**config.mk**
```make
export PLATFORM = sky130hd
export DESIGN_NAME = if_fetch_unit
export DESIGN_NICKNAME = d
export VERILOG_FILES = /design/src/rtl/if_fetch_unit_pkg.sv /design/src/rtl/if_fetch_unit_skid_buf.sv /design/src/rtl/if_fetch_unit.sv
export SDC_FILE = /design/constraint.sdc
export NUM_CORES = 1
export LEC_CHECK = 0
export CORE_MARGIN = 1
export CORE_UTILIZATION = 53
export DETAILED_ROUTE_END_ITERATION = 6
export GPL_TIMING_DRIVEN = 0
export PLACE_DENSITY = 0.8
export SLEW_MARGIN = 20
export SYNTH_ARGS = -nofsm -noshare
export SYNTH_HDL_FRONTEND = slang
export SYNTH_HIERARCHICAL = 1
export SYNTH_SLANG_ARGS = --single-unit
export TNS_END_PERCENT = 20
```
**constraint.sdc**
```tcl
create_clock -name clk -period 4.8 [get_ports clk]
set_input_delay 0.96 -clock clk [delete_from_list [all_inputs] [get_ports clk]]
set_output_delay 0.96 -clock clk [all_outputs]
set_load 0.03 [all_outputs]
```
**src/rtl/if_fetch_unit_pkg.sv**
```systemverilog
// Shared state encodings, data width, default NOP word and the {pc,inst} entry type
// used by the instruction-fetch unit and its skid buffer.
package if_fetch_unit_pkg;
  localparam int DATA_SIZE = 32;

  localparam logic [1:0] FETCH_BOOT  = 2'b00;
  localparam logic [1:0] FETCH_RUN   = 2'b01;
  localparam logic [1:0] FETCH_FLUSH = 2'b10;

  localparam logic [DATA_SIZE-1:0] NOP_INST_DEFAULT = 32'h0000_0013;

  typedef struct packed {
    logic [DATA_SIZE-1:0] pc;
    logic [DATA_SIZE-1:0] inst;
  } fetch_entry_t;

  function automatic logic [DATA_SIZE-1:0] align_pc(input logic [DATA_SIZE-1:0] a);
    return a & {{(DATA_SIZE-2){1'b1}}, 2'b00};
  endfunction
endpackage

```
**src/rtl/if_fetch_unit_skid_buf.sv**
```systemverilog
// 2-entry {pc,inst} FIFO with a registered head; flush wins over push/pop.
// Head visible the cycle after push; the producer must not push into a full buffer.
module if_fetch_unit_skid_buf
  import if_fetch_unit_pkg::*;
#(
  parameter logic [DATA_SIZE-1:0] RESET_VECTOR = 32'h0000_0000,
  parameter logic [DATA_SIZE-1:0] NOP_INST     = NOP_INST_DEFAULT
) (
  input  logic         i_clk,
  input  logic         i_rst_n,
  input  logic         i_push,
  input  fetch_entry_t i_push_dat,
  input  logic         i_pop,
  input  logic         i_flush,
  output fetch_entry_t o_head,
  output logic         o_vld,
  output logic [1:0]   o_count
);
  fetch_entry_t r_head;
  fetch_entry_t r_tail;
  logic [1:0]   r_count;

  always_ff @(posedge i_clk or negedge i_rst_n) begin
    if (!i_rst_n) begin
      r_count <= 2'd0;
      r_head  <= '{pc: RESET_VECTOR, inst: NOP_INST};
      r_tail  <= '0;
    end else if (i_flush) begin
      r_count     <= 2'd0;
      r_head.inst <= NOP_INST;
    end else if (i_pop && r_count == 2'd2) begin
      r_head <= r_tail;
      if (i_push) r_tail  <= i_push_dat;
      else        r_count <= 2'd1;
    end else if (i_pop) begin
      if (i_push) begin
        r_head <= i_push_dat;
      end else begin
        // Empty: inst falls back to NOP while pc keeps the last value.
        r_head.inst <= NOP_INST;
        r_count     <= 2'd0;
      end
    end else if (i_push) begin
      if (r_count == 2'd0) begin
        r_head  <= i_push_dat;
        r_count <= 2'd1;
      end else begin
        r_tail  <= i_push_dat;
        r_count <= 2'd2;
      end
    end
  end

  assign o_head  = r_head;
  assign o_vld   = (r_count != 2'd0);
  assign o_count = r_count;
endmodule

```
**src/rtl/if_fetch_unit.sv**
```systemverilog
// Instruction fetch: PC, ROM issue, 2-entry skid buffer; first instValid 2 cycles after release,
// 1 instr/cycle with locker=1, stalls without loss when locker=0. FETCH_PERF_EN adds counters.
module if_fetch_unit
  import if_fetch_unit_pkg::*;
#(
  parameter logic [DATA_SIZE-1:0] RESET_VECTOR = 32'h0000_0000,
  parameter logic [DATA_SIZE-1:0] PC_STEP      = 32'd4,
  parameter logic [DATA_SIZE-1:0] NOP_INST     = NOP_INST_DEFAULT
) (
  input  logic                 clk,
  input  logic                 resetIn,
  input  logic                 locker,
  input  logic                 branchTaken,
  input  logic [DATA_SIZE-1:0] branchTarget,
  output logic                 romEn,
  output logic [DATA_SIZE-1:0] romAddr,
  input  logic [DATA_SIZE-1:0] romData,
  output logic [DATA_SIZE-1:0] instOut,
  output logic [DATA_SIZE-1:0] pcOut,
  output logic                 instValid
`ifdef FETCH_PERF_EN
  ,
  output logic [DATA_SIZE-1:0] fetchCount,
  output logic [DATA_SIZE-1:0] stallCount
`endif
);
  logic [1:0]           r_state;
  logic [DATA_SIZE-1:0] r_pc;
  logic [DATA_SIZE-1:0] r_rom_addr;
  logic                 r_inflight;
  logic [DATA_SIZE-1:0] r_inflight_pc;

  logic                 w_pop;
  logic                 w_push;
  logic                 w_issue;
  logic [2:0]           w_occ;
  logic [1:0]           w_state_nxt;
  logic [1:0]           w_count;
  logic                 w_head_vld;
  fetch_entry_t         w_head;
  fetch_entry_t         w_push_dat;

  always_comb begin
    w_pop       = w_head_vld & locker;
    // Occupancy after this edge; a new issue lands one cycle later, so it must stay below 2.
    w_occ       = {1'b0, w_count} - {2'b00, w_pop} + {2'b00, r_inflight};
    w_issue     = 1'b0;
    w_push      = 1'b0;
    case (r_state)
      FETCH_BOOT: w_issue = 1'b1;
      FETCH_RUN: begin
        w_issue = (w_occ < 3'd2);
        w_push  = r_inflight;
      end
      default: w_issue = 1'b0;
    endcase
    w_state_nxt = FETCH_RUN;
    if (branchTaken && (w_issue || r_state == FETCH_FLUSH)) w_state_nxt = FETCH_FLUSH;
  end

  assign w_push_dat = '{pc: r_inflight_pc, inst: romData};
  assign romEn      = w_issue & resetIn;
  assign romAddr    = w_issue ? r_pc : r_rom_addr;

  always_ff @(posedge clk or negedge resetIn) begin
    if (!resetIn) begin
      r_state       <= FETCH_BOOT;
      r_pc          <= RESET_VECTOR;
      r_rom_addr    <= RESET_VECTOR;
      r_inflight    <= 1'b0;
      r_inflight_pc <= RESET_VECTOR;
    end else begin
      r_state    <= w_state_nxt;
      r_inflight <= w_issue;
      if (w_issue) begin
        r_rom_addr    <= r_pc;
        r_inflight_pc <= r_pc;
      end
      if (branchTaken)  r_pc <= align_pc(branchTarget);
      else if (w_issue) r_pc <= r_pc + PC_STEP;
    end
  end

  if_fetch_unit_skid_buf #(
    .RESET_VECTOR(RESET_VECTOR),
    .NOP_INST    (NOP_INST)
  ) u_skid (
    .i_clk     (clk),
    .i_rst_n   (resetIn),
    .i_push    (w_push),
    .i_push_dat(w_push_dat),
    .i_pop     (w_pop),
    .i_flush   (branchTaken),
    .o_head    (w_head),
    .o_vld     (w_head_vld),
    .o_count   (w_count)
  );

  assign instOut   = w_head.inst;
  assign pcOut     = w_head.pc;
  assign instValid = w_head_vld;

`ifdef FETCH_PERF_EN
  logic [DATA_SIZE-1:0] r_fetch_cnt;
  logic [DATA_SIZE-1:0] r_stall_cnt;

  always_ff @(posedge clk or negedge resetIn) begin
    if (!resetIn) begin
      r_fetch_cnt <= '0;
      r_stall_cnt <= '0;
    end else begin
      if (w_pop)                  r_fetch_cnt <= r_fetch_cnt + 32'd1;
      if (w_head_vld && !locker)  r_stall_cnt <= r_stall_cnt + 32'd1;
    end
  end

  assign fetchCount = r_fetch_cnt;
  assign stallCount = r_stall_cnt;
`endif
endmodule

```
==> results of run 1 <==
-- sequential cells by signal (all words and copies together) (netlist names) --
signal          count
u_skid/o_count      2
r_rom_addr         32
u_skid/o_head      64
r_inflight_pc      30
r_state             2
r_inflight          1
u_skid/r_tail      64
r_pc               30
-- synthesized netlist by cell type (6+ instances only) --
cell	instances	share of area
mux2_2	125	0.15
inv_1	13	0.0050
o21ai_0	58	0.030
nand4_1	15	0.0097
xnor2_1	15	0.014
nand2_1	218	0.085
xor2_1	13	0.012
clkbuf_1	18	0.0070
a21oi_1	7	0.0036
buf_2	7	0.0036
buf_6	7	0.0081
a22oi_1	29	0.023
nor2_1	17	0.0066
dfrtp_1	222	0.57
buf_4	6	0.0047
nand3_1	11	0.0057
-- final cells by class --
cell class                      count  area share
Sequential cell                   225      0.4481
Inverter                           13    0.004277
Tap cell                          229     0.02278
Clock inverter                     12     0.01164
Multi-Input combinational cell    571      0.3002
Timing Repair Buffer              169      0.1381
Buffer                             43     0.02228
Clock buffer                       30     0.05262
-- critical path, stage by stage --
cell and delay [ns]:
clkdlybuf4s50_1 0.39, and2_1 0.15, ha_1 0.28, nand2b_1 0.15
fa_1 0.48, nor2b_4 0.17, a21oi_4 0.22, clkbuf_8 0.21
clkbuf_4 0.21, nand2_1 0.07, nand2_1 0.12, clkdlybuf4s18_2 0.31
-- routing by layer --
metal,GRT usage,routed length [um],vias to the layer above
li1,-,-,3306
met1,0.3275,9554,3486
met2,0.4060,10700,239
met3,0.03630,1662,19
met4,0.06349,323,0
met5,0,0,-
-- final timing paths --
check	from	to	slack [ns]	cells past startpoint
worst max-delay path	locker	romAddr[28]	0.12	12
worst min-delay path	resetIn	u_skid/o_head[21]	0.37	1
worst max register to register	u_skid/o_count[0]	r_pc[26]	1.37	12
worst min register to register	r_rom_addr[15]	r_rom_addr[15]	0.47	2
max in group asynchronous	resetIn	r_inflight_pc[20]	3.62	2
min in group clk	r_rom_addr[15]	r_rom_addr[15]	0.47	2
-- power by group through the flow --
stage / logic [mW] / clock network, mW / registers [mW]
global route: 4.73 / 1.98 / 3.22
global placement: 4.23 / 0 / 3.12
CTS: 4.37 / 1.90 / 3.13
finish: 4.40 / 1.87 / 3.12
detailed placement: 4.31 / 0 / 3.15
floorplan: 2.26 / 0 / 3.51
-- logic make-up after synthesis --
group | count (synthesis) | synth area share
multiplexers | 131 | 0.1524
XOR/XNOR | 28 | 0.02535
AO/OA/AOI/OAI | 106 | 0.06584
adder cells (fa/ha/maj) | 3 | 0.004656
AND/OR/NAND/NOR | 299 | 0.1379
flip-flops | 225 | 0.5825
buffers and inverters | 57 | 0.03104
other | 1 | 0.0003877
-- repair_timing --
| item | 4_1_cts | 5_1_grt |
|---|---|---|
| endpoints found under the hold margin | 0 | 0 |
| buffers inserted | 3 | 2 |
| pin swaps | 1 | 1 |
| setup endpoints to repair | 33 | 30 |
| gates resized for setup | 114 | 11 |
==> out/qor.csv, run 1 <==
stage,metric,value,unit
sta,setup_viol_count_final,0,
route,wire_per_inst,17.21,um
die,core,0.01790,sq mm
power_and_ir_drop,sequentialPowerShare,0.332,
yosys,netlist_area,0.009673,sq mm
cts,root_buffer,clkbuf_16,
sta,max_freq,213.6,MHz
power_and_ir_drop,power,9.391,mW
place,dp_cells,1246,
route,drt_iter0_drc,475,
critical_path,end_kind,primary output,
cts,cts_made_buffers,23,
place,place_ws,-1.073,ns
place,hpwl,15.38,mm
power_and_ir_drop,combPwrFrac,0.469,
die,ioPinCount,166,
power_and_ir_drop,power_leakage,5.671,nW
route,ant_nets,0,
power_and_ir_drop,netSwitchingPower,3.771,mW
cells_and_area,final_cell_mix,"dfrtp_1 (220), nand2_1 (218), clkdlybuf4s50_1 (128)",
critical_path,worstPathArrival,3.72,ns
route,num_vias,7050,
die,die_w,137.1,um
cells_and_area,fin_cells,1292,
cells_and_area,fill_cells,1281,
yosys,synth.distinct_cells,55,
critical_path,cp-start-kind,primary input,
yosys,ys_ff_latch,225,
grt,grt_pass1_vias,7060,
cts,clk-insertion-delay-late,0.50,ns
critical_path,required,3.84,ns
yosys,synth_warnings,6,
sta,final_hold_viol_count,0,
power_and_ir_drop,p_clk_frac,0.199,
die,row_count,49,
power_and_ir_drop,peakVddDrop,608.4,uV
route,viasPerCell,5.457,
cells_and_area,drive_gt1_frac,0.2408,
grt,grt_usage,0.2415,
sta,tns,0,ns
power_and_ir_drop,p_per_area,746.6,mW/mm^2
grt,grt_max_degree,103,
route,routed_wirelength,22.24,mm
cts,ctsHoldBuffers,0,
cells_and_area,multiInputGateArea,0.003776,sq mm
cts,clock_path_buffers,3,
min_path,hp-class,in -> async,
place,io_buffers,162,
grt,antenna_found_initial,0,
sta,timing.final.crit_share,0.9753,
sta,maxSlewHeadroom,0.4508,
die,dieArea,0.01880,sq mm
power_and_ir_drop,power.internal,5.620,mW
cells_and_area,area_growth,30.03,%
cts,htreeDepth,1,
die,initial_core_util,0.5403,
cts,cts_tree,done,
cells_and_area,mostFrequentLayoutCell,dfrtp_1,
job,drv_cap,0,
route,drc,0,
cells_and_area,fin_area,0.01258,sq mm
route,firstDrtPassIters,4,
place,place_area,0.01165,sq mm
power_and_ir_drop,switching_share,0.4015,
sta,fin_ws,0.1184,ns
cts,cts.sinks,225,
yosys,synth_area_per_cell,11.38,sq um
yosys,synth_top_flop_cell,dfrtp_1,
die,die_h,137.1,um
sta,period_needed,4.682,ns
critical_path,worstPathMaxFanout,10,
yosys,synth_edf_count,0,
cts,clk_pin_slew,0.06,ns
cells_and_area,final_nets,1117,
grt,grt_pass1_wl,35.57,mm
cells_and_area,seqCellArea,0.005637,sq mm
yosys,yosysSeqAreaShare,0.5825,
cells_and_area,final_util,0.7026,
grt,grt-ovfl-total,0,
critical_path,worstSetupPathType,in -> out,
cells_and_area,n_antenna_cell,0,
yosys,ys_async_sr_fraction,1.000,
place,place_congestion,0.8233,
run_status,status,completed,
sta,maxSlewViolCount,0,
sta,fin_hold_ws,0.3707,ns
yosys,syn_inst,850,
sta,worstMarginPinSlew,0.8171,ns
sta,finClkSkew,0.01161,ns
Power figures use the tool's default switching activity.
==> inputs of run 2 (changes only) <==
SLEW_MARGIN = 5   (was 20)
==> out/qor.csv, run 2 (synthesis gave the netlist of run 1 again) <==
stage,metric,value,unit,change
sta,rsz0062_at_grt,true,,
cts,cts_tree,done,,
grt,grt-ovfl-total,0,,unchanged
critical_path,crit_top_cell,nand2_1,,
cts,root_buffer,clkbuf_16,,
sta,maxSlewHeadroom,0.4413,,-0.009493
run_status,status,completed,,
route,drc,0,,unchanged
die,core,0.01790,sq mm,unchanged
grt,grt_pass1_wl,35.60,mm,about the same
place,hpwl,15.15,mm,-1.5%
grt,antenna_found_initial,0,,unchanged
power_and_ir_drop,peakVddDrop,681.3,uV,+12%
critical_path,cp_slowest_stage_delay,0.48,ns,about the same
cells_and_area,final_cell_mix,"dfrtp_1 (220), nand2_1 (218), clkdlybuf4s50_1 (128)",,
critical_path,worstPathArrival,3.73,ns,about the same
critical_path,required,3.84,ns,about the same
cts,clk_pin_slew,0.06,ns,about the same
sta,final_hold_viol_count,0,,unchanged
route,drt_iter0_drc,384,,-19%
place,io_buffers,162,,unchanged
critical_path,cp_cell_sequence,"clkdlybuf4s50_1, and2_1, ha_1, nand2b_1, fa_1, nor2b_4, a21oi_4, clkbuf_8, clkbuf_4, nand2_1, nand2_1, clkdlybuf4s15_2",,
cells_and_area,n_antenna_cell,0,,unchanged
sta,setup_viol_count_final,0,,unchanged
cells_and_area,drive_gt1_frac,0.2399,,-0.0009407
critical_path,worstSetupPathType,in -> out,,
critical_path,cp-start-kind,primary input,,
die,row_count,49,,unchanged
cts,cts.sinks,225,,unchanged
grt,use_met3,0.03741,,+0.001111
sta,timing.final.crit_share,0.9777,,+0.002375
min_path,hp-class,in -> async,,
grt,grt_max_degree,117,,+14%
critical_path,worstPathMaxFanout,10,,unchanged
sta,maxSlewViolCount,0,,unchanged
cells_and_area,fill_cells,1265,,-1.2%
cts,clk-insertion-delay-late,0.51,ns,about the same
cts,ctsHoldBuffers,0,,unchanged
cells_and_area,mostFrequentLayoutCell,dfrtp_1,,
sta,fin_hold_ws,0.4704,ns,+0.09967 ns
route,routed_wirelength,22.20,mm,-0.17%
route,ant_nets,0,,unchanged
cts,cts_made_buffers,23,,unchanged
sta,finClkSkew,0.01131,ns,-0.0002976 ns
grt,grt_busiest_layer,met2,,
sta,period_needed,4.693,ns,+0.01140 ns
job,drv_cap,0,,unchanged
power_and_ir_drop,power,9.419,mW,+0.30%
route,viasPerCell,5.489,,+0.60%
cells_and_area,area_growth,29.72,%,
power_and_ir_drop,p_per_area,750.6,mW/mm^2,+0.54%
cts,htreeDepth,1,,unchanged
route,wire_per_inst,17.18,um,-0.17%
cells_and_area,multiInputGateArea,0.003776,sq mm,unchanged
die,ioPinCount,166,,unchanged
cts,clock_path_buffers,3,,unchanged
sta,worstMarginPinSlew,0.8381,ns,+0.02104 ns
cells_and_area,final_nets,1117,,unchanged
sta,tns,0,ns,unchanged
power_and_ir_drop,power_leakage,5.665,nW,-0.10%
grt,met1_usage,0.3250,,-0.002499
cells_and_area,seqCellArea,0.005637,sq mm,unchanged
route,firstDrtPassIters,5,,+1
grt,grt_pass1_vias,7092,,+0.45%
die,die_h,137.1,um,unchanged
place,dp_cells,1245,,-0.080%
grt,use_met2,0.4111,,+0.005051
grt,grt_usage,0.2434,,+0.001886
critical_path,cp_slowest_cell,fa_1,,
cells_and_area,fin_cells,1292,,unchanged
sta,max_freq,213.1,MHz,-0.24%
die,initial_core_util,0.5403,,unchanged
die,die_w,137.1,um,unchanged
place,place_congestion,0.8233,,unchanged
route,num_vias,7092,,+0.60%
die,dieArea,0.01880,sq mm,unchanged
critical_path,end_kind,primary output,,
[run 2: cell count changes in the layout (fill, tap and decap cells not counted), sizes merged]
cell | previous run | this run
buf | 30 | 34
clkinv | 5 | 4
clkdlybuf4s15 | 25 | 23
clkdlybuf4s18 | 3 | 1
bufinv | 3 | 4
[run 2: stage by stage]
stage                       util  setup slack (ns)  area [sq um]
final                     0.7009            0.1070         12550
after global routing      0.7009          -0.02702         12550
after CTS                 0.7006          -0.04239         12540
after detailed placement  0.6494            -1.094         11620
after global placement    0.6475            -6.575         11590
after floorplan                -            0.4217          9684
[run 2: where the power goes]
part           total, mW  switching, mW  leakage, nW  internal [mW]
Clock               1.91          0.736        0.399           1.17
Sequential          3.12          0.421         2.82           2.70
Combinational       4.39           2.63         2.44           1.76
Total               9.42           3.79         5.66           5.63
[run 2: final cells by class]
type,count,area share
Sequential cell,225,0.4492
Timing Repair Buffer,169,0.1350
Clock inverter,12,0.01366
Clock buffer,30,0.05195
Buffer,43,0.02214
Inverter,13,0.004288
Multi-Input combinational cell,571,0.3009
Tap cell,229,0.02283
[run 2: worst max-delay path: cells and delay by family]
| kind | cells | cell delay [ns] |
|---|---|---|
| buffers and inverters | 4 | 1.12 |
| adders and majority gates | 2 | 0.76 |
| and+or+nand+nor | 5 | 0.66 |
| AOI/OAI and AO/OA | 1 | 0.24 |
[run 2: metal layers]
metal	vias to the layer above	wire length, um
met5	-	0
met4	0	436
met3	38	1386
met2	258	10810
met1	3484	9570
li1	3312	-
[run 2: path summary, 6_finish.rpt]
check | startpoint | endpoint | slack [ns] | cells after the start
worst min-delay path | resetIn | u_skid/o_head[23] | 0.47 | 1
worst max register to register | u_skid/o_count[1] | r_pc[26] | 1.40 | 12
worst max-delay path | locker | romAddr[28] | 0.11 | 12
worst min register to register | r_rom_addr[15] | r_rom_addr[15] | 0.47 | 2
min in group clk | r_rom_addr[15] | r_rom_addr[15] | 0.47 | 2
max in group asynchronous | resetIn | u_skid/o_count[1] | 3.28 | 2
[run 2: what timing repair did]
item	in CTS	in global routing
setup endpoints to repair	33	30
setup buffers	3	3
gates resized for setup	110	16
pin swaps	1	2
==> inputs of run 3 (changes only) <==
clock period = 5 ns   (was 4.8 ns; I/O delays follow)
==> out/qor.csv, run 3 (synthesis gave the netlist of run 1 again) <==
stage,metric,value,unit,change
run_status,status,completed,,
critical_path,worstPathMaxFanout,15,,+5
critical_path,worstSetupPathType,in -> out,,
route,viasPerCell,5.427,,-1.1%
cts,cts_tree,done,,
critical_path,end_kind,primary output,,
sta,final_hold_viol_count,0,,unchanged
min_path,hp-class,reg -> reg,,
min_path,hold_depth,2,,
sta,max_freq,206.7,MHz,
route,wl_met1,9.543,mm,-0.28%
power_and_ir_drop,power.internal,5.393,mW,-4.3%
route,topRoutingLayerUsed,met4,,
cells_and_area,final_nets,1113,,-0.36%
route,drt_iter0_drc,382,,-0.52%
route,firstDrtPassIters,6,,+1
grt,grt_max_degree,117,,unchanged
cells_and_area,fin_area,0.01253,sq mm,-0.12%
cts,cts.sinks,225,,unchanged
cells_and_area,final_util,0.7001,,-0.0008390
power_and_ir_drop,p_clk_frac,0.204,,about the same
route,wl_met2,10.77,mm,-0.39%
place,place_ws,-0.9738,ns,+0.1200 ns
place,io_buffers,162,,unchanged
sta,maxSlewHeadroom,0.4435,,+0.002223
place,hpwl,15.15,mm,unchanged
power_and_ir_drop,p_per_area,719.0,mW/mm^2,-4.2%
die,die_w,137.1,um,unchanged
cells_and_area,mostFrequentLayoutCell,dfrtp_1,,
place,place_area,0.01162,sq mm,unchanged
die,ioPinCount,166,,unchanged
cts,root_buffer,clkbuf_16,,
cells_and_area,n_antenna_cell,0,,unchanged
critical_path,reg2regPathDepth,12,,unchanged
cts,clk-insertion-delay-late,0.51,ns,about the same
critical_path,r2r_start,u_skid/o_count[1],,
grt,grt_pass1_wl,35.45,mm,-0.45%
power_and_ir_drop,switching_share,0.4015,,-0.0004720
die,initial_core_util,0.5403,,unchanged
cts,cts_made_buffers,23,,unchanged
critical_path,worstPathArrival,3.84,ns,+0.11 ns
cts,clk_pin_slew,0.06,ns,about the same
sta,fin_ws,0.1632,ns,+0.05614 ns
place,place_congestion,0.8233,,unchanged
critical_path,timing.rr.end,r_pc[26],,
die,dieArea,0.01880,sq mm,unchanged
critical_path,cp-start-kind,primary input,,
route,ant_nets,0,,unchanged
job,drv_cap,0,,unchanged
route,wire_per_inst,17.21,um,+0.17%
cells_and_area,area_growth,29.57,%,
sta,worstMarginPinSlew,0.8348,ns,-0.003335 ns
route,routed_wirelength,22.17,mm,-0.14%
power_and_ir_drop,sequentialPowerShare,0.333,,+0.002
die,row_count,49,,unchanged
sta,finClkSkew,0.01138,ns,+0.00006760 ns
die,core,0.01790,sq mm,unchanged
cts,ctsHoldBuffers,0,,unchanged
cts,htreeDepth,1,,unchanged
cells_and_area,drive_gt1_frac,0.2361,,-0.003815
sta,timing.final.crit_share,0.9674,,
grt,grt-ovfl-total,0,,unchanged
power_and_ir_drop,netSwitchingPower,3.618,mW,-4.4%
cts,clock_path_buffers,3,,unchanged
power_and_ir_drop,combPwrFrac,0.463,,-0.003
die,die_h,137.1,um,unchanged
power_and_ir_drop,power_leakage,5.633,nW,-0.57%
critical_path,required,4.00,ns,+0.16 ns
sta,period_needed,4.837,ns,
sta,setup_viol_count_final,0,,unchanged
power_and_ir_drop,peakVddDrop,683.2,uV,+0.29%
min_path,min_to,r_rom_addr[22],,
sta,maxSlewViolCount,0,,unchanged
route,num_vias,6990,,-1.4%
route,drc,0,,unchanged
route,dr_wl_met3,1.391,mm,+0.36%
critical_path,reg2reg_setup_slack,1.46,ns,+0.06 ns
grt,grt_usage,0.2423,,-0.001058
grt,antenna_found_initial,0,,unchanged
min_path,hold_start,r_rom_addr[22],,
cells_and_area,final_cell_mix,"dfrtp_1 (220), nand2_1 (218), clkdlybuf4s50_1 (129)",,
grt,grt_pass1_vias,7042,,-0.71%
[run 3: cell count changes in the layout (fill, tap and decap cells not counted), sizes merged]
cell	change
clkbuf	-4
clkdlybuf4s50	+1
dlygate4sd2	-1
clkdlybuf4s15	+6
buf	-5
clkdlybuf4s18	-1
[run 3: worst max-delay path by stage]
| stage | start | end | slack (ns) |
|---|---|---|---|
| floorplan | locker | romAddr[10] | 0.54 |
| global placement | resetIn | u_skid/o_head[50] | -6.42 |
| detailed placement | locker | romAddr[18] | -0.97 |
| CTS | u_skid/o_count[1] | romAddr[4] | 0.003 |
| global route | u_skid/o_count[1] | romAddr[21] | -0.01 |
| finish | locker | romEn | 0.16 |
[run 3: timing repair]
action / in CTS / in global routing
setup endpoints to repair: 33 / 31
setup buffers: 1 / 1
gates resized for setup: 103 / 10
cloned: 0 / 0
pin swaps: 1 / 1
[run 3: critical path, cell delays in order]
cell,delay [ns]
clkdlybuf4s50_1,0.39
and2_1,0.15
ha_1,0.28
nand2b_1,0.15
fa_1,0.51
nor2b_2,0.25
a21oi_4,0.11
inv_4,0.17
and2_1,0.15
clkdlybuf4s50_1,0.67
[run 3: metrics by stage]
stage / TNS (ns) / power [mW] / hold slack (ns) / std cells
floorplan: 0 / 5.545 / 0.4541 / 853
global placement: -1466.40 / 7.050 / 0.4549 / 1244
detailed placement: -28.93 / 7.163 / 0.4575 / 1245
CTS: 0 / 9.030 / 0.4720 / 1287
global route: -0.02187 / 9.548 / 0.4866 / 1288
finish: 0 / 9.011 / 0.4724 / 1288
[run 3: power groups by stage]
| stage | combinational (mW) | clock, mW | sequential (mW) |
|---|---|---|---|
| floorplan | 2.17 | 0 | 3.37 |
| global placement | 4.06 | 0 | 2.99 |
| detailed placement | 4.14 | 0 | 3.03 |
| CTS | 4.16 | 1.87 | 3.00 |
| global route | 4.50 | 1.94 | 3.10 |
| finish | 4.17 | 1.83 | 3.01 |
[run 3: final cells by class]
cell class	count	area [sq um]
clock inverter	12	171.4
tap	229	286.5
multi-input combinational	571	3771
buffer	43	267.8
timing repair buffer	165	1697
clock buffer	30	651.9
fill	1269	5369
sequential	225	5637
inverter	13	51.30
[run 3: per-layer routing]
layer	vias up	GRT usage
met3	44	0.03704
met2	229	0.4091
met4	0	0.06960
met1	3422	0.3245
met5	-	0
li1	3295	-
